### src/rtl/mux_scan_sched.sv
// Multiplexed-channel scan scheduler: emits a header byte, then one byte per channel.
// Optional SCAN_AVG_EN averages 4 ADC samples per channel instead of using a single sample.
module mux_scan_sched #(
  parameter int unsigned NUM_CH     = 24,
  parameter int unsigned SETTLE_CYC = 500,
  parameter logic [7:0]  HDR_BYTE   = 8'hAA
) (
  input  logic        clk,
  input  logic        reset_n,
  input  logic        start,
  input  logic        adc_valid,
  input  logic [11:0] adc_data,
  input  logic        fifo_full,
  output logic [5:0]  addr,
  output logic        fifo_wr,
  output logic [7:0]  fifo_data,
  output logic        busy,
  output logic        frame_done
);

  typedef enum logic [2:0] {IDLE, HDR, SETTLE, ACQ, WRITE, NEXT} state_t;

  localparam logic [15:0] SETTLE_LAST = 16'(SETTLE_CYC - 1);
  localparam logic [5:0]  LAST_CH     = 6'(NUM_CH - 1);

  state_t      state;
  logic        start_q;
  logic [15:0] cnt;
  logic [7:0]  ch_byte;

`ifdef SCAN_AVG_EN
  logic [13:0] sum;
  logic [1:0]  nsamp;
  logic [13:0] sum_nxt;
  assign sum_nxt = sum + {2'b00, adc_data};
`else
  logic unused_lsb;
  assign unused_lsb = ^adc_data[3:0];
`endif

  always_ff @(posedge clk or negedge reset_n) begin
    if (!reset_n) begin
      state      <= IDLE;
      start_q    <= 1'b0;
      cnt        <= '0;
      ch_byte    <= '0;
      addr       <= '0;
      fifo_wr    <= 1'b0;
      fifo_data  <= '0;
      busy       <= 1'b0;
      frame_done <= 1'b0;
`ifdef SCAN_AVG_EN
      sum        <= '0;
      nsamp      <= '0;
`endif
    end else begin
      start_q    <= start;
      fifo_wr    <= 1'b0;
      frame_done <= 1'b0;
      case (state)
        IDLE: begin
          if (start && !start_q) begin
            state <= HDR;
            busy  <= 1'b1;
            addr  <= '0;
          end
        end
        HDR: begin
          if (!fifo_full) begin
            fifo_wr   <= 1'b1;
            fifo_data <= HDR_BYTE;
            cnt       <= '0;
            state     <= SETTLE;
          end
        end
        SETTLE: begin
          // adc_valid is deliberately ignored until the mux has settled
          if (cnt == SETTLE_LAST) begin
            cnt   <= '0;
            state <= ACQ;
`ifdef SCAN_AVG_EN
            sum   <= '0;
            nsamp <= '0;
`endif
          end else begin
            cnt <= cnt + 16'd1;
          end
        end
        ACQ: begin
          if (adc_valid) begin
`ifdef SCAN_AVG_EN
            sum   <= sum_nxt;
            nsamp <= nsamp + 2'd1;
            if (nsamp == 2'd3) begin
              ch_byte <= sum_nxt[13:6];
              state   <= WRITE;
            end
`else
            ch_byte <= adc_data[11:4];
            state   <= WRITE;
`endif
          end
        end
        WRITE: begin
          if (!fifo_full) begin
            fifo_wr   <= 1'b1;
            fifo_data <= ch_byte;
            state     <= NEXT;
          end
        end
        NEXT: begin
          if (addr == LAST_CH) begin
            addr       <= '0;
            frame_done <= 1'b1;
            busy       <= 1'b0;
            state      <= IDLE;
          end else begin
            addr  <= addr + 6'd1;
            cnt   <= '0;
            state <= SETTLE;
          end
        end
        default: state <= IDLE;
      endcase
    end
  end

endmodule

### config.mk
export PLATFORM = sky130hd
export DESIGN_NAME = mux_scan_sched
export DESIGN_NICKNAME = d
export VERILOG_FILES = /design/src/rtl/mux_scan_sched.sv
export SDC_FILE = /design/constraint.sdc
export NUM_CORES = 1
export LEC_CHECK = 0
export ABC_CLOCK_PERIOD_IN_PS = 4500
export BUFFER_PORTS_ARGS = -buffer_cell sky130_fd_sc_hd__buf_2
export CORE_UTILIZATION = 26
export CTS_CLUSTER_DIAMETER = 150
export DETAILED_ROUTE_END_ITERATION = 10
export GPL_TIMING_DRIVEN = 0
export PLACE_DENSITY = 0.53
export RECOVER_POWER = 50
export SLEW_MARGIN = 10
export SYNTH_ARGS = -nofsm -noshare
export SYNTH_HDL_FRONTEND = slang
export SYNTH_SLANG_ARGS = --single-unit
### constraint.sdc
create_clock -name clk -period 4.5 [get_ports clk]
set_clock_uncertainty 0.2 [all_clocks]
set_input_delay 0 -clock clk [delete_from_list [all_inputs] [get_ports clk]]
set_output_delay 0 -clock clk [all_outputs]
set_load 0.05 [all_outputs]
==> run metrics <==
outcome=finished with violations; violated checks=max-capacitance violations, max-slew violations; count of endpoints failing setup in the final report=0; most common library cell in the layout ignoring fill and taps=dfrtp_1; met2 Resource Use GR=0.206; Min-Delay Startpoint=start; clock sink count=45; layout cell share with drive strength beyond 1=0.138; number of flops mapped to enable cells by yosys=0; cells traversed along the worst timing path=dlygate4sd3_1 > clkbuf_1; Die Y-Extent=97.1 um; maximum clock path buffer count=2; max-slew violations=46; leading register cell type out of synthesis=dfrtp_1; hold-critical path depth=2; Worst-Skew Late Latency=300 ps; kind of launch point of the worst setup path=input port; total via count after detailed routing=1,997; type of the most critical hold path=input port to flip-flop; category of the critical setup timing path=input port to asynchronous set/reset pin; mean area per synthesized cell=10.1 um^2; buffers added on ports=29; final routed wire length divided by cell count=13.9 um; count of final hold-check violations=0; hold_buf cts=12; placer congestion estimate=0.829; clock-pin slew on the worst setup and hold paths=90 ps; CP max FO=45; Post-layout nets=300; combined global-route utilization of all metal layers=0.124; fillers=907; sum of negative setup slack=0 ps; Root Buffer Master=clkbuf_8; share of flip-flops with an asynchronous set or reset=1.00; Routed WL=5440 um; Reg2Reg Depth=6; R2R Path Start=cnt[0]; antenna cells=0; number of design rule violations left after detail routing=0; sequential area share after synthesis=0.479; Die W=97.1 um; power density over the cells=604 mW/mm^2; post-cts gate resize count=0; cell family with the largest share of critical-path delay=buffers and inverters; cells after synthesis=233; unrepaired setup endpoints after global routing=no; via density per instance=5.12; cell leakage power=0.00112 uW; Max Freq=389 MHz; Peak supply drop=0.000281 V; endpoint of the worst-slack reg-to-reg timing path=cnt[13]; DRT Pass-1 Iters=4; layer carrying the most global-route usage=met2; area of the core=0.00872 mm^2; clock tree from TritonCTS=done; endpoint class of the critical path=asynchronous set/reset pin; Setup Buffers After CTS=0; number of global-route vias before repair=2,080; total number of H-tree levels=2; worst endpoint data arrival time=2270 ps; number of unique standard cell types used by synthesis=49; worst-case hold slack=186 ps; hold path endpoint=start_q; Starting DRT DRC Count=90; initial core utilization=0.269; TritonCTS Buffers=5; detailed-placement wirelength estimate=3790 um; max-cap violations=1; most used cells in the layout excluding fill and tap cells=45 x dfrtp_1, 25 x clkbuf_1, 18 x nand2_1, 15 x a31oi_1, 15 x o21ai_0; number of buffers and inverters on the critical path=2; die footprint=0.00942 mm^2; IO Count=34; global routing usage on met3=0.0302; transition at the pin with the smallest max-transition slack=2450 ps; time the final worst path needs with I/O delays and setup=2570 ps; minimum setup slack among reg-to-reg paths=2250 ps; post-synthesis instance area=0.00235 mm^2; largest net degree at the start of global routing=46; largest stage delay on the critical path=1740 ps; number of register bits inferred by synthesis=45; Period Utilization, post-route=0.571; first-pass GRT wire length=9710 um; Post-Syn Nets=252; Rows=34; met1 track utilization from global routing=0.153; area growth from synthesis to final layout=20.1%; required time at the endpoint of the critical path=4200 ps; worst slew margin relative to its limit=-0.633; grt ovf=0; final antenna-violating net count=0; Worst path slowest cell=clkbuf_1; total of warnings raised by yosys=0; number of antenna violations at the first check in global routing=0
==> layout make-up <==
class	count	area, um^2	area share
Inverter	10	37.5	0.0133
Buffer	11	53.8	0.0191
Clock buffer	6	82.6	0.0293
Tap cell	108	135	0.0479
Timing Repair Buffer	41	241	0.0855
Multi-Input combinational cell	167	1130	0.401
Sequential cell	45	1130	0.399
Clock inverter	2	13.8	0.00488
==> cells by family after synthesis <==
| logic type | Yosys count | share of synthesized area |
|---|---|---|
| simple gates | 88 | 0.212 |
| compound gates | 67 | 0.213 |
| flops | 45 | 0.479 |
| buf+inv | 21 | 0.0389 |
| mux | 8 | 0.0383 |
| xor+xnor | 2 | 0.00746 |
| fa+ha+maj | 2 | 0.0106 |
==> power by group <==
part,total (uW),internal [uW],switching [uW]
combinational,767,273,494
clock,267,125,142
sequential,670,539,130
==> through the flow <==
| step | std cells | area (um^2) | setup WS (ps) | utilization | total power (uW) |
|---|---|---|---|---|---|
| 2_1_floorplan | 233 | 2350 | 2370 | - | 1250 |
| 3_3_place_gp | 370 | 2630 | 2210 | 0.302 | 1440 |
| 3_5_place_dp | 370 | 2630 | 2260 | 0.302 | 1460 |
| 4_1_cts | 390 | 2850 | 2250 | 0.326 | 1740 |
| 5_1_grt | 390 | 2820 | 1360 | 0.324 | 1840 |
| 6_report | 390 | 2820 | 1930 | 0.324 | 1700 |
==> synthesized netlist by cell type (all sizes together) (6+ instances only) <==
master | n | area share
nand4 | 7 | 0.019
clkbuf | 6 | 0.0096
nor2 | 10 | 0.016
o21ai | 15 | 0.032
o22a | 8 | 0.030
nand2 | 19 | 0.031
nand3b | 6 | 0.019
mux2 | 8 | 0.038
dfrtp | 45 | 0.48
inv | 9 | 0.014
a31oi | 16 | 0.045
nand3 | 14 | 0.030
==> flip-flops by register name, summed over array words and instances, names as in the netlist <==
| name | cells |
|---|---|
| state | 3 |
| addr | 6 |
| busy | 1 |
| frame_done | 1 |
| ch_byte | 8 |
| fifo_wr | 1 |
| fifo_data | 8 |
| start_q | 1 |
| cnt | 16 |
==> worst max path at each step <==
stage,start,end,slack [ps],cells after the start
global placement,cnt[0],cnt[13],2210,6
finish,reset_n,cnt[14],1930,2
detailed placement,cnt[0],cnt[13],2260,6
global route,reset_n,cnt[14],1360,2
CTS,cnt[0],cnt[13],2250,6
floorplan,addr[0],cnt[15],2370,6
==> metal layers <==
metal | wire [um] | share of wire
met1 | 2610 | 0.48
met2 | 2600 | 0.48
met4 | 72 | 0.013
met5 | 0 | 0
met3 | 152 | 0.028
(Power assumes the default switching activity.)
